**src/rtl/tone_meter_pkg.sv**
```systemverilog
// Shared constants and FSM encoding for the tone meter.
// Default gate is 100 ms of the 25 MHz design clock.
package tone_meter_pkg;

  localparam int CLK_HZ           = 25_000_000;
  localparam int DEFAULT_GATE_LEN = CLK_HZ / 10;

  typedef enum logic [1:0] {
    ST_IDLE = 2'd0,
    ST_ARM  = 2'd1,
    ST_MEAS = 2'd2
  } state_t;

endpackage

```
**src/rtl/edge_sync.sv**
```systemverilog
// Two-flop synchronizer plus registered edge detect for the audio line.
// level/rise/fall appear 3 clk after the pin moves; no backpressure.
module edge_sync (
  input  logic clk,
  input  logic reset,
  input  logic din,
  output logic level,
  output logic rise,
  output logic fall
);

  logic meta;
  logic sync;

  // level is the previous synchronized sample, so it lines up with the pulses
  always_ff @(posedge clk or negedge reset) begin
    if (!reset) begin
      meta  <= 1'b0;
      sync  <= 1'b0;
      level <= 1'b0;
      rise  <= 1'b0;
      fall  <= 1'b0;
    end else begin
      meta  <= din;
      sync  <= meta;
      level <= sync;
      rise  <= sync & ~level;
      fall  <= ~sync & level;
    end
  end

endmodule

```
**src/rtl/tone_meter.sv**
```systemverilog
// Gated rising-edge count, last period and last high time of a 1-bit audio line.
// Results land one clk after the synchronized edge or gate end; no backpressure, valid is a 1-cycle strobe.
module tone_meter
  import tone_meter_pkg::*;
#(
  parameter int GATE_LEN = DEFAULT_GATE_LEN,
  parameter int CNT_W    = 16,
  parameter int PER_W    = 24
) (
  input  logic             clk,
  input  logic             reset,
  input  logic             enable,
  input  logic             audio_in,
  output logic [CNT_W-1:0] freq_count,
  output logic [PER_W-1:0] period,
  output logic [PER_W-1:0] high_time,
  output logic             valid,
  output logic             silent,
  output logic             overflow
);

  localparam int GATE_W = $clog2(GATE_LEN);
  localparam logic [GATE_W-1:0] GATE_LAST = GATE_W'(GATE_LEN - 1);
  localparam logic [CNT_W-1:0]  CNT_MAX   = '1;
  localparam logic [PER_W-1:0]  PER_MAX   = '1;
  localparam logic [PER_W-1:0]  PER_ONE   = PER_W'(1);
  localparam logic [PER_W-1:0]  PER_PRE   = PER_MAX - PER_ONE;

  state_t            state;
  state_t            state_nxt;
  logic              lvl;
  logic              rise;
  logic              fall;
  logic              running;
  logic              measuring;
  logic              gate_end;
  logic [GATE_W-1:0] gate_cnt;
  logic [CNT_W-1:0]  edge_cnt;
  logic              edge_sat;
  logic [PER_W-1:0]  per_cnt;
  logic [PER_W-1:0]  high_cnt;

  edge_sync u_edge_sync (
    .clk   (clk),
    .reset (reset),
    .din   (audio_in),
    .level (lvl),
    .rise  (rise),
    .fall  (fall)
  );

  always_ff @(posedge clk or negedge reset) begin
    if (!reset) begin
      state <= ST_IDLE;
    end else begin
      state <= state_nxt;
    end
  end

  always_comb begin
    state_nxt = state;
    running   = 1'b0;
    measuring = 1'b0;
    gate_end  = 1'b0;
    if (!enable) begin
      state_nxt = ST_IDLE;
    end else begin
      case (state)
        ST_IDLE: state_nxt = ST_ARM;
        ST_ARM: begin
          running = 1'b1;
          if (rise) state_nxt = ST_MEAS;
        end
        ST_MEAS: begin
          running   = 1'b1;
          measuring = 1'b1;
        end
        default: state_nxt = ST_IDLE;
      endcase
      gate_end = running && (gate_cnt == GATE_LAST);
    end
  end

  always_ff @(posedge clk or negedge reset) begin
    if (!reset) begin
      gate_cnt   <= '0;
      edge_cnt   <= '0;
      edge_sat   <= 1'b0;
      per_cnt    <= '0;
      high_cnt   <= '0;
      freq_count <= '0;
      period     <= '0;
      high_time  <= '0;
      valid      <= 1'b0;
      silent     <= 1'b0;
      overflow   <= 1'b0;
    end else begin
      valid <= 1'b0;
      if (!running) begin
        // idle or disabled: a partial gate is dropped, published results hold
        gate_cnt <= '0;
        edge_cnt <= '0;
        edge_sat <= 1'b0;
        per_cnt  <= '0;
        high_cnt <= '0;
      end else begin
        gate_cnt <= gate_end ? '0 : gate_cnt + 1'b1;
        if (gate_end) begin
          freq_count <= edge_cnt;
          overflow   <= edge_sat;
          valid      <= 1'b1;
          edge_cnt   <= CNT_W'(rise);
          edge_sat   <= 1'b0;
        end else if (rise) begin
          if (edge_cnt == CNT_MAX) edge_sat <= 1'b1;
          else                     edge_cnt <= edge_cnt + 1'b1;
        end

        if (rise) begin
          per_cnt  <= PER_ONE;
          high_cnt <= PER_ONE;
          if (measuring) begin
            period <= per_cnt;
            silent <= 1'b0;
          end
        end else if (measuring) begin
          // the period counter parks at its maximum; silence is flagged once on arrival
          if (per_cnt == PER_PRE) begin
            per_cnt <= PER_MAX;
            silent  <= 1'b1;
            period  <= '0;
          end else if (per_cnt != PER_MAX) begin
            per_cnt <= per_cnt + PER_ONE;
          end
          if (fall) high_time <= high_cnt;
          if (!lvl)                   high_cnt <= '0;
          else if (high_cnt != PER_MAX) high_cnt <= high_cnt + PER_ONE;
        end
      end
    end
  end

endmodule

```
**config.mk**
```make
export PLATFORM = sky130hd
export DESIGN_NAME = tone_meter
export DESIGN_NICKNAME = d
export VERILOG_FILES = /design/src/rtl/tone_meter_pkg.sv /design/src/rtl/edge_sync.sv /design/src/rtl/tone_meter.sv
export SDC_FILE = /design/constraint.sdc
export NUM_CORES = 1
export LEC_CHECK = 0
export CAP_MARGIN = 30
export CORE_ASPECT_RATIO = 0.5
export CORE_UTILIZATION = 52
export DETAILED_ROUTE_END_ITERATION = 16
export GPL_TIMING_DRIVEN = 0
export MAX_ROUTING_LAYER = met4
export PLACE_DENSITY = 0.8
export SLEW_MARGIN = 20
export SYNTH_ARGS = -nofsm -noshare
export SYNTH_HDL_FRONTEND = slang
export SYNTH_SLANG_ARGS = --single-unit
export TNS_END_PERCENT = 100
```
**constraint.sdc**
```tcl
create_clock -name clk -period 3.4 [get_ports clk]
set_clock_uncertainty 0.2 [all_clocks]
set_input_delay 0.51 -clock clk [delete_from_list [all_inputs] [get_ports clk]]
set_output_delay 0.51 -clock clk [all_outputs]
set_load 0.005 [all_outputs]
```
Yosys cells after proc, flatten, opt, wreduce, memory -nomap -nowiden
Cells that the tools add are included.
{"block": "op_classes", "n_reduce_logical": 12, "n_eq_ne": 15, "muxes": 39, "bitwise_logic": 5, "n_addsub": 4}
{"operator": "$mux 24", "n": 14}
{"operator": "$mux 16", "n": 4}
{"operator": "$add 24x1->24 const B", "n": 2}
{"operator": "$ne 24x24->1 const B", "n": 2}
{"operator": "$mux 22", "n": 2}
{"operator": "$eq 24x24->1 const B", "n": 1}
{"operator": "$add 22x1->22 const B", "n": 1}
{"operator": "$eq 22x22->1 const B", "n": 1}
{"operator": "$add 16x1->16 const B", "n": 1}
{"operator": "$eq 16x16->1 const B", "n": 1}
{"operator": "$mux 1", "n": 16}
{"operator": "$reduce_and 2->1", "n": 6}
{"operator": "$ne 3x1->1 const B", "n": 3}
{"operator": "$pmux 2 s3", "n": 1}
{"operator": "$mux 2", "n": 2}
{"operator": "$ne 4x1->1 const B", "n": 1}
{"operator": "$ne 4x4->1 const B", "n": 1}
{"operator": "$reduce_and 4->1", "n": 1}
{"operator": "$ne 3x2->1 const B", "n": 1}
{"operator": "$ne 3x3->1 const B", "n": 1}
{"operator": "$not 1->1", "n": 3}
{"operator": "$reduce_and 3->1", "n": 1}
{"operator": "$and 1x1->1", "n": 2}
{"operator": "$eq 2x1->1 const B", "n": 1}
{"operator": "other kinds (6)", "n": 6}
{"block": "totals", "ff_bits": 161, "out_inout_bits": 67, "inputBits": 4, "wordCells": 92}

Logic depth before layout (Yosys ltp)
Gate-level depths: netlist of the first run.
{"block": "depth", "depth_word": 8, "mapped_depth": 9, "depth_no_buf": 7}

Cells and area by module
A second synthesis of the first run with hierarchy kept.
{"block": "unflattened", "hier_cells": 773, "area_unflattened_um2": 7697.4}
{"mod": "tone_meter", "seq_area_each_um2": 3903.7, "cells_per_inst": 766, "n_inst": 1, "area_per_inst_um2": 7557.2}
{"mod": "edge_sync", "seq_area_each_um2": 125.1, "cells_per_inst": 7, "n_inst": 1, "area_per_inst_um2": 140.1}

Worst setup path before layout of the first run
Ideal clock, no wire load.
{"block": "synth_path", "path_kind": "flip-flop to flip-flop", "start": "register state[0]", "end": "register freq_count[10]", "required_ns": 3.075, "synth_period_minus_slack_ns": 2.608, "setup_time_ns": 0.125, "path_buffers": 1, "path_slack_ns": 0.792, "arrival_ns": 2.284, "path_stages_with_launch": 8, "cell_sequence": "dfrtp_1 > inv_1 > ha_1 > nand2_2 > or4_4 > nor4_4 > buf_4 > mux2_2"}
{"block": "synth_between", "elab_chain_cells": 7, "word_cells_on_any_way": 9, "cone_classes": "2 x eq/ne; 4 x mux; 3 x reduce/logical"}
{"element": "from (decl)", "line_no": "tone_meter.sv:29", "source": "state_t state;"}
{"element": "from (signal assigned)", "line_no": "tone_meter.sv:56", "source": "state <= state_nxt;"}
{"element": "$eq 2x1->1 or $eq 2x2->1 (tied branches)", "line_no": "tone_meter.sv:68", "source": "case (state)"}
{"element": "$reduce_or 2->1 (no source line) *"}
{"element": "$mux 1 *", "line_no": "tone_meter.sv:68"}
{"element": "$mux 1 *", "line_no": "tone_meter.sv:65", "source": "if (!enable) begin"}
{"element": "$logic_and 1x1->1", "line_no": "tone_meter.sv:80", "source": "gate_end = running && (gate_cnt == GATE_LAST);"}
{"element": "$mux 1", "line_no": "tone_meter.sv:65"}
{"element": "$reduce_and 2->1 (no source line) *"}
{"element": "to (signal assigned)", "line_no": "tone_meter.sv:109", "source": "freq_count <= edge_cnt;"}
{"element": "to (decl)", "line_no": "tone_meter.sv:14", "source": "output logic [CNT_W-1:0] freq_count,"}
Mark *: on every way between the ends. The rest lies on a longest branch, timed or not. The select of a mux whose other input is x is not followed.
A chain may end at the register's enable or synchronous reset.

Final worst setup path of the first run
{"block": "layout_path", "start": "register state[1]", "end": "register high_cnt[9]"}
{"block": "layout_between", "elab_chain_cells": 7, "word_cells_on_any_way": 12, "cone_classes": "4 x eq/ne; 6 x mux; 2 x reduce/logical"}
{"element": "$eq 2x1->1 or $eq 2x2->1 (tied branches)", "line_no": "tone_meter.sv:68"}
{"element": "$reduce_or 2->1 (no source line)"}
{"element": "$mux 1", "line_no": "tone_meter.sv:68"}
{"element": "$mux 1 (2 in a row)", "line_no": "tone_meter.sv:65"}
{"element": "$ne 4x4->1 (no source line) or $ne 3x1->1 (tied branches)"}
{"element": "$reduce_and 2->1 (no source line)"}
{"element": "to (signal assigned)", "line_no": "tone_meter.sv:137", "source": "else if (high_cnt != PER_MAX) high_cnt <= high_cnt + PER_ONE;"}
{"element": "to (decl)", "line_no": "tone_meter.sv:41", "source": "logic [PER_W-1:0] high_cnt;"}
Parallel ways exist; a longest one is shown, timed or not. The select of a mux whose other input is x is not followed.

==> impl_metrics.py, run 1 <==
metrics = {
    "clocking": {
        "clock_sinks": 161,
        "cts_root_buffer": "clkbuf_16",
        "cts_tree": "yes",
        "cts_buffers": 17,
        "cts_buffer_depth": 2,
        "clk_latency_ns": 0.42,
        "clk_pin_slew_worst_paths_ns": 0.07,
        "htreeDepth": 4,
    },
    "synthesis": {
        "async_reset_ff_share_pct": 100.0,
        "ys_top_cells_by_count": "dfrtp_1, nor2_1, nand2_1",
        "ys_ff_latch": 161,
        "synth_most_common_cell": "dfrtp_1",
        "synth_warnings": 0,
        "yosysTopAreaCellShare_pct": 53.23,
        "avgSynthCellArea_um2": 10.71,
        "yosysTopAreaCell": "dfrtp_1",
        "synthTopCellsByArea": "dfrtp_1, mux2_2, nor2_1",
        "ys.flop_type": "dfrtp_1",
        "synth_cells": 707,
        "syn-num-nets": 719,
        "ys_types": 57,
        "yosysSeqAreaShare_pct": 53.23,
        "synth_edf_count": 0,
        "syn-cell-area_um2": 7569,
    },
    "hold_path": {
        "hp-class": "register to register",
        "hp-start": "u_edge_sync.meta$_DFF_PN0_",
        "hold_end": "u_edge_sync.sync$_DFF_PN0_",
        "worstHoldPathCells": 0,
    },
    "die": {
        "io_pins": 71,
        "rows": 30,
        "core_area_um2": 13890,
        "die_area_um2": 15070,
        "die_h_um": 87.31,
        "die_x_um": 172.6,
        "initial_core_util_pct": 54.50,
    },
    "sta": {
        "slew_headroom_pct": 32.77,
        "report.final.setup_viol": 0,
        "worst_pin_slew_ns": 0.9975,
        "post-route-period-util_pct": 95.49,
        "setup_slack_ns": 0.1534,
        "period_needed_ns": 3.247,
        "final_hold_viol_count": 0,
        "slew_viol_final": 0,
        "grt_setup_unrepaired": "false",
        "max_freq_mhz": 308.0,
    },
    "setup_path": {
        "cpPeakStageDelay_ns": 0.71,
        "r2r_setup_slack_ns": 0.15,
        "cp_slowest_cell": "a21oi_1",
        "critical_path_class": "register to register",
        "crit_fanout": 10,
        "crit_path_start_kind": "register",
        "path_cells": "inv_1 -> ha_1 -> and2_1 -> nand2_1 -> clkbuf_1 -> a21oi_1 -> clkbuf_1 -> nand2_1 -> mux2i_1",
        "cp_data_arrival_time_ns": 3.38,
        "cp_top_family": "buffers and inverters",
        "timing.rr.start": "state[1]$_DFFE_PN0P_",
        "r2r-end": "high_cnt[9]$_DFFE_PN0P_",
        "rr_worst_depth": 9,
        "critPathBufInv": 3,
        "cp-end-kind": "register",
        "crit_required_ns": 3.53,
    },
    "finish": {
        "nets": 810,
        "final_area_um2": 9245,
        "drive_gt1_share_pct": 11.96,
        "syn_to_final_growth_pct": 22.15,
        "n_antenna_cell": 0,
    },
    "pwr": {
        "peakVddDrop_mv": 0.3033,
        "power.total_mw": 4.354,
        "p_leak_nw": 3.828,
        "p_per_area_nw_per_um2": 471.0,
    },
    "grt": {
        "grt_pass1_wl_um": 29330,
        "overflow": 0,
        "grt_pass1_vias": 5795,
        "antenna_found_initial": 0,
        "grt_usage_pct": 25.42,
        "grt_max_degree": 92,
    },
    "route": {
        "highest_layer": "met4",
        "wl_met2_um": 8426,
        "wirelength_um": 17800,
        "final_antenna_net_count": 0,
        "drt-initial-drc-count": 564,
        "via_per_inst": 6.047,
        "wire_per_inst_um": 17.75,
        "route.layer.met1.wl_um": 8207,
        "drc": 0,
        "first_pass_iters": 5,
        "wl_met3_um": 955,
        "num_vias": 6065,
    },
    "place": {
        "place.port_buffers": 70,
        "gp_congestion": 0.9298,
        "placed_cell_area_um2": 8548,
        "dpl.hpwl_um": 11970,
        "dp_slack_ns": -0.07966,
    },
    "job": {
        "drv_cap": 0,
    },
    "outcome": {
        "outcome": "finished, final reports clean",
    },
}
-- placed cells by master (no fill, tap or decap), types with 4 or more instances in the layout --
master,instances
nor3_1,24
mux2_2,41
and4_1,14
a21oi_1,32
nor2_1,66
a31oi_1,8
buf_2,4
nand4_1,20
inv_6,5
o21ai_0,19
xor2_1,15
o21a_1,7
clkdlybuf4s50_1,69
o211ai_1,4
and3_1,16
nand2_1,42
clkbuf_16,17
a311oi_1,8
ha_1,8
xnor2_1,18
clkbuf_1,25
mux2i_1,9
dfrtp_1,161
or4_1,8
a211oi_1,4
nor4_1,10
inv_1,14
nand2b_1,9
bufinv_16,6
and2_1,7
or3_1,8
nand3_1,36
a22o_1,24
-- cells by family after synthesis --
| kind of cell | count (synthesis) | synth area share, % |
|---|---|---|
| mux | 50 | 7.290 |
| buf+inv | 49 | 2.843 |
| xor+xnor | 33 | 3.819 |
| fa+ha+maj | 8 | 1.323 |
| flops | 161 | 53.23 |
| simple gates | 281 | 19.99 |
| compound gates | 125 | 11.51 |
-- registers in the layout, indices dropped and copies added, names as in the netlist --
| register | count |
|---|---|
| edge_cnt | 16 |
| edge_sat | 1 |
| freq_count | 16 |
| gate_cnt | 22 |
| high_cnt | 24 |
| high_time | 24 |
| overflow | 1 |
| per_cnt | 24 |
| period | 24 |
| silent | 1 |
| state | 2 |
| u_edge_sync.fall | 1 |
| u_edge_sync.level | 1 |
| u_edge_sync.meta | 1 |
| u_edge_sync.rise | 1 |
| u_edge_sync.sync | 1 |
| valid | 1 |
-- metal layers --
| layer | GRT usage, % | vias up |
|---|---|---|
| met3 | 3.796 | 28 |
| met5 | - | - |
| li1 | - | 2796 |
| met2 | 39.81 | 214 |
| met1 | 34.44 | 3027 |
| met4 | 8.198 | 0 |
-- layout make-up --
class	instances	area, um2
buffer	35	162.7
clock buffer	18	439.2
clock inverter	14	247.7
fill	1041	4643
inverter	14	52.55
multi-input combinational	497	3331
sequential	161	4029
tap	192	240.2
timing repair buffer	72	743.2
-- worst max-delay path by stage --
stage,end,cells past startpoint,from,slack (ns)
6_report,high_cnt[9]$_DFFE_PN0P_,9,state[1]$_DFFE_PN0P_,0.15
5_1_grt,high_cnt[9]$_DFFE_PN0P_,9,state[1]$_DFFE_PN0P_,0.04
4_1_cts,high_cnt[9]$_DFFE_PN0P_,9,state[0]$_DFFE_PN0P_,0.25
3_5_place_dp,high_cnt[9]$_DFFE_PN0P_,8,enable,-0.08
3_3_place_gp,period[5]$_DFFE_PN0P_,1,reset,-4.74
2_1_floorplan,freq_count[10]$_DFFE_PN0P_,7,state[0]$_DFFE_PN0P_,0.79
-- power breakdown --
group | switching (mW) | leakage (nW) | total, mW | internal (mW)
clock network | 0.819 | 0.334 | 2.23 | 1.41
logic | 0.136 | 1.26 | 0.184 | 0.0473
registers | 0.0108 | 2.24 | 1.94 | 1.93
-- per-stage QoR --
step / std cells / utilization (%) / setup TNS [ns] / hold slack (ns)
2_1_floorplan: 707 / - / 0 / 0.01441
3_3_place_gp: 969 / 61.27 / -760.12 / 0.1393
3_5_place_dp: 970 / 61.55 / -0.2832 / 0.1379
4_1_cts: 1003 / 66.57 / 0 / 0.1531
5_1_grt: 1003 / 66.57 / 0 / 0.1731
6_report: 1003 / 66.57 / 0 / 0.1525
-- worst register-to-register path, stage by stage (launching register included) --
cell and delay, ns:
dfrtp_1 0.37, inv_1 0.07, ha_1 0.36, and2_1 0.25
nand2_1 0.10, clkbuf_1 0.27, a21oi_1 0.71, clkbuf_1 0.54
nand2_1 0.13, mux2i_1 0.18
-- what timing repair did --
action	CTS	global route
endpoints found under the hold margin	90	0
hold buffers	1	0
gates resized for setup	0	0
setup buffers	0	0
setup endpoints to repair	0	0
Power figures use the tool's default switching activity.
==> run 2: changes to the inputs <==
--- a/config.mk
+++ b/config.mk
@@ -12,7 +12,7 @@
 export GPL_TIMING_DRIVEN = 0
 export MAX_ROUTING_LAYER = met4
 export PLACE_DENSITY = 0.8
-export SLEW_MARGIN = 20
+export SLEW_MARGIN = 30
 export SYNTH_ARGS = -nofsm -noshare
 export SYNTH_HDL_FRONTEND = slang
 export SYNTH_SLANG_ARGS = --single-unit
==> run 2 against run 1 <==
  * Critical path depth stayed put
  * Via count is 0.38% higher
  * Setup slack worse by 0.015 ns
  * Sequential power hardly changed
  * Non-clock buffer count is 1 higher
  * Wire length is 1.7% higher
==> impl_metrics.py, run 2 (synthesis gave the netlist of run 1 again) <==
metrics = {
    "route": {
        "drt-initial-drc-count": 525,
        "drc": 0,
        "first_pass_iters": 5,
        "final_antenna_net_count": 0,
        "wirelength_um": 18100,
        "via_per_inst": 6.064,
        "wire_per_inst_um": 18.03,
        "num_vias": 6088,
    },
    "clocking": {
        "cts_buffers": 17,
        "postCtsSetupRepairBufs": 0,
        "clk_pin_slew_worst_paths_ns": 0.07,
        "cts_buffer_depth": 2,
        "cts_tree": "yes",
        "clk_latency_ns": 0.42,
        "htreeDepth": 4,
        "cts_root_buffer": "clkbuf_16",
        "clock_sinks": 161,
    },
    "sta": {
        "grt_setup_unrepaired": "false",
        "period_needed_ns": 3.261,
        "post-route-period-util_pct": 95.92,
        "slew_viol_final": 0,
        "final_hold_viol_count": 0,
        "worst_pin_slew_ns": 0.9839,
        "report.final.setup_viol": 0,
        "max_freq_mhz": 306.6,
        "slew_headroom_pct": 33.69,
        "holdWs_ns": 0.1505,
    },
    "place": {
        "dp_cells": 971,
        "place.port_buffers": 70,
        "gp_congestion": 0.9298,
        "dpl.hpwl_um": 12090,
        "placed_cell_area_um2": 8576,
    },
    "grt": {
        "antenna_found_initial": 0,
        "overflow": 0,
        "grt_pass1_vias": 5815,
        "grt_pass1_wl_um": 29680,
        "grt_max_degree": 72,
        "grt_usage_pct": 25.87,
    },
    "die": {
        "rows": 30,
        "io_pins": 71,
        "die_h_um": 87.31,
        "die_area_um2": 15070,
        "die_x_um": 172.6,
        "core_area_um2": 13890,
        "initial_core_util_pct": 54.50,
    },
    "finish": {
        "layout_common_cells": "dfrtp_1, clkdlybuf4s50_1, nor2_1",
        "nets": 811,
        "fillers": 1050,
        "layout_commonest_cell": "dfrtp_1",
        "syn_to_final_growth_pct": 21.72,
        "drive_gt1_share_pct": 12.07,
        "final_area_um2": 9213,
        "n_antenna_cell": 0,
        "stdcell_count": 1004,
    },
    "setup_path": {
        "cp-end-kind": "register",
        "r2r_setup_slack_ns": 0.14,
        "crit_required_ns": 3.53,
        "cp_data_arrival_time_ns": 3.39,
        "rr_worst_depth": 9,
        "crit_path_start_kind": "register",
        "critical_path_class": "register to register",
        "crit_fanout": 10,
    },
    "pwr": {
        "peakVddDrop_mv": 0.4053,
        "p_per_area_nw_per_um2": 450.7,
        "p_leak_nw": 3.809,
    },
    "outcome": {
        "outcome": "finished, final reports clean",
    },
    "hold_path": {
        "hp-class": "register to register",
        "worstHoldPathCells": 0,
    },
    "job": {
        "drv_cap": 0,
    },
}
-- run 2: cell count changes in the layout (fill, tap and decap cells not counted), sizes merged --
| cell | previous run | this run |
|---|---|---|
| clkinv | 1 | 3 |
| bufinv | 6 | 3 |
| inv | 20 | 19 |
| buf | 12 | 13 |
| clkbuf | 43 | 44 |
| clkinvlp | 1 | 2 |
-- run 2: path summary, 6_finish.rpt --
kind                                             from                    endpoint
max                              state[1]$_DFFE_PN0P_     high_cnt[9]$_DFFE_PN0P_
min                        u_edge_sync.meta$_DFF_PN0_  u_edge_sync.sync$_DFF_PN0_
min reg2reg                u_edge_sync.meta$_DFF_PN0_  u_edge_sync.sync$_DFF_PN0_
max in group asynchronous                       reset       period[5]$_DFFE_PN0P_
max reg2reg                      state[1]$_DFFE_PN0P_     high_cnt[9]$_DFFE_PN0P_
min in group asynchronous                       reset      gate_cnt[17]$_DFF_PN0_
-- run 2: layout make-up --
type | count | area, um2 | area share, %
Multi-Input combinational cell | 497 | 3331 | 36.15
Buffer | 35 | 162.7 | 1.766
Tap cell | 192 | 240.2 | 2.608
Clock inverter | 13 | 173.9 | 1.888
Inverter | 14 | 52.55 | 0.5704
Sequential cell | 161 | 4029 | 43.73
Clock buffer | 19 | 452.9 | 4.916
Timing Repair Buffer | 73 | 770.7 | 8.366
-- run 2: report_power, final --
group | leakage (nW) | switching (mW) | internal [mW] | total (mW)
clock network | 0.303 | 0.815 | 1.21 | 2.03
registers | 2.24 | 0.0105 | 1.93 | 1.94
logic | 1.27 | 0.138 | 0.0508 | 0.189
-- run 2: what timing repair did --
action                    4_1_cts  5_1_grt
hold buffers                    1        0
hold endpoints to repair       25        0
resized for setup               0        0
-- run 2: stage by stage --
step / power (mW) / setup WS [ns] / setup TNS [ns] / utilization, %
3_5_place_dp: 2.159 / -0.1019 / -0.4579 / 61.75
6_report: 4.152 / 0.1389 / 0 / 66.33
4_1_cts: 4.173 / 0.2069 / 0 / 66.33
2_1_floorplan: 2.067 / 0.7917 / 0 / -
3_3_place_gp: 2.147 / -4.736 / -760.12 / 61.27
5_1_grt: 4.279 / 0.01730 / 0 / 66.33
-- run 2: worst max-delay path, stage by stage (launching register included) --
cell and delay (ns):
dfrtp_1 0.37, inv_1 0.07, ha_1 0.36, and2_1 0.25, nand2_1 0.09, clkbuf_1 0.27
a21oi_1 0.74, clkbuf_1 0.52, nand2_1 0.13, mux2i_1 0.19
-- run 2: per-layer routing --
layer  up-vias  global-route usage [%]  wire [um]
li1       2793                       -          -
met1      3008                   33.70       8070
met2       253                   41.75       8641
met3        34                   4.363       1106
met4         0                   8.523        280
met5         -                       -          0
==> run 3: changes to the inputs <==
--- a/config.mk
+++ b/config.mk
@@ -11,7 +11,7 @@
 export DETAILED_ROUTE_END_ITERATION = 16
 export GPL_TIMING_DRIVEN = 0
 export MAX_ROUTING_LAYER = met4
-export PLACE_DENSITY = 0.8
+export PLACE_DENSITY = 0.76
 export SLEW_MARGIN = 30
 export SYNTH_ARGS = -nofsm -noshare
 export SYNTH_HDL_FRONTEND = slang
==> run 3 against run 2 <==
  * Sequential power is essentially flat
  * Register-to-register slack improved by 0.16 ns
  * First-iteration DRC count is 16% higher
  * Clock-buffer cell count unchanged
  * Sequential cell count stayed put
  * Global-route usage fell by 0.42 points
  * Non-clock buffer count fell by 1
  * Final area increased by 0.49%
  * Critical path type unchanged
  * Largest power group unchanged
==> impl_metrics.py, run 3 (synthesis gave the netlist of run 1 again) <==
metrics = {
    "place": {
        "place.port_buffers": 70,
        "gp_congestion": 0.9398,
        "dpl.hpwl_um": 11860,
        "dp_slack_ns": -0.2152,
        "dp_cells": 970,
    },
    "finish": {
        "layout_commonest_cell": "dfrtp_1",
        "syn_to_final_growth_pct": 22.32,
        "drive_gt1_share_pct": 11.99,
        "layout_common_cells": "dfrtp_1, clkdlybuf4s50_1, nor2_1",
        "n_antenna_cell": 0,
        "stdcell_count": 1001,
        "nets": 810,
    },
    "route": {
        "final_antenna_net_count": 0,
        "wire_per_inst_um": 17.68,
        "drt-initial-drc-count": 608,
        "wirelength_um": 17700,
        "first_pass_iters": 5,
        "via_per_inst": 5.981,
        "num_vias": 5987,
        "drc": 0,
    },
    "clocking": {
        "cts_buffer_depth": 2,
        "clk_pin_slew_worst_paths_ns": 0.06,
        "cts_root_buffer": "clkbuf_16",
        "cts_buffers": 17,
        "postCtsSetupRepairBufs": 0,
        "htreeDepth": 4,
        "cts_tree": "yes",
        "clk_latency_ns": 0.42,
        "clock_sinks": 161,
    },
    "sta": {
        "period_needed_ns": 3.105,
        "slew_headroom_pct": 47.53,
        "holdWs_ns": 0.1541,
        "setup_tns_ns": 0,
        "setup_slack_ns": 0.2945,
        "final_hold_viol_count": 0,
        "worst_pin_slew_ns": 0.7805,
        "post-route-period-util_pct": 91.34,
        "grt_setup_unrepaired": "false",
        "slew_viol_final": 0,
        "max_freq_mhz": 322.0,
        "report.final.setup_viol": 0,
    },
    "setup_path": {
        "critical_path_class": "register to register",
        "crit_fanout": 10,
        "crit_path_start_kind": "register",
        "crit_required_ns": 3.55,
        "r2r-end": "high_cnt[6]$_DFFE_PN0P_",
        "cp-end-kind": "register",
        "timing.rr.start": "state[0]$_DFFE_PN0P_",
        "cp_data_arrival_time_ns": 3.25,
        "r2r_setup_slack_ns": 0.29,
        "rr_worst_depth": 9,
    },
    "outcome": {
        "outcome": "finished, final reports clean",
    },
    "hold_path": {
        "worstHoldPathCells": 0,
        "hp-class": "register to register",
        "hold_end": "u_edge_sync.sync$_DFF_PN0_",
        "hp-start": "u_edge_sync.meta$_DFF_PN0_",
    },
    "die": {
        "die_x_um": 172.6,
        "rows": 30,
        "die_h_um": 87.31,
        "core_area_um2": 13890,
        "initial_core_util_pct": 54.50,
        "io_pins": 71,
        "die_area_um2": 15070,
    },
    "grt": {
        "grt_pass1_vias": 5782,
        "grt_usage_pct": 25.45,
        "overflow": 0,
        "grt_max_degree": 85,
        "grt_pass1_wl_um": 29350,
        "antenna_found_initial": 0,
    },
    "pwr": {
        "p_per_area_nw_per_um2": 468.5,
        "peakVddDrop_mv": 0.3084,
        "p_leak_nw": 3.827,
        "power.total_mw": 4.337,
    },
    "job": {
        "drv_cap": 0,
    },
}
[run 3: where the power goes]
group / total [mW] / switching, mW / leakage, nW / internal [mW]
clock network: 2.21 / 0.788 / 0.332 / 1.42
registers: 1.94 / 0.0110 / 2.24 / 1.93
logic: 0.190 / 0.142 / 1.26 / 0.0481
total: 4.34 / 0.940 / 3.83 / 3.40
[run 3: area by class of cell]
type                            instances  area (um2)
Fill cell                            1073        4631
Timing Repair Buffer                   72       743.2
Tap cell                              192       240.2
Buffer                                 35       162.7
Clock inverter                         11       226.5
Multi-Input combinational cell        497        3351
Clock buffer                           19       452.9
Sequential cell                       161        4029
Inverter                               14       52.55
[run 3: how the worst max path moves through the flow]
stage | start | end | cells after the start
2_1_floorplan | state[0]$_DFFE_PN0P_ | freq_count[10]$_DFFE_PN0P_ | 7
3_3_place_gp | reset | gate_cnt[0]$_DFF_PN0_ | 1
3_5_place_dp | enable | high_cnt[19]$_DFFE_PN0P_ | 8
4_1_cts | state[1]$_DFFE_PN0P_ | high_cnt[6]$_DFFE_PN0P_ | 9
5_1_grt | state[0]$_DFFE_PN0P_ | high_cnt[21]$_DFFE_PN0P_ | 9
6_report | state[0]$_DFFE_PN0P_ | high_cnt[6]$_DFFE_PN0P_ | 9
[run 3: repair_timing]
action	in CTS	in global routing
hold endpoints to repair	77	0
hold buffers	1	0
resized for setup	0	1
endpoints found under the setup margin	0	10
[run 3: routing by layer]
| metal | track usage (%) | part of all wire [%] | routed length, um | vias to the layer above |
|---|---|---|---|---|
| li1 | - | - | - | 2789 |
| met1 | 33.87 | 47 | 8235 | 2975 |
| met2 | 39.48 | 47 | 8349 | 198 |
| met3 | 5.061 | 5.0 | 884 | 25 |
| met4 | 8.198 | 1.3 | 227 | 0 |
| met5 | - | 0 | 0 | - |
[run 3: critical path, cell delays in order, from the launching register on]
cell and delay (ns):
dfrtp_1 0.38, inv_1 0.08, ha_1 0.36, and2_1 0.31
nand2_1 0.12, clkbuf_1 0.29, a21oi_2 0.50, clkbuf_1 0.53
o211ai_1 0.18, nand2_1 0.10
[run 3: metrics by stage]
stage,area [um2],utilization [%]
detailed placement,8548,61.55
CTS,9238,66.51
global route,9258,66.66
finish,9258,66.66
floorplan,7569,-
global placement,8509,61.27
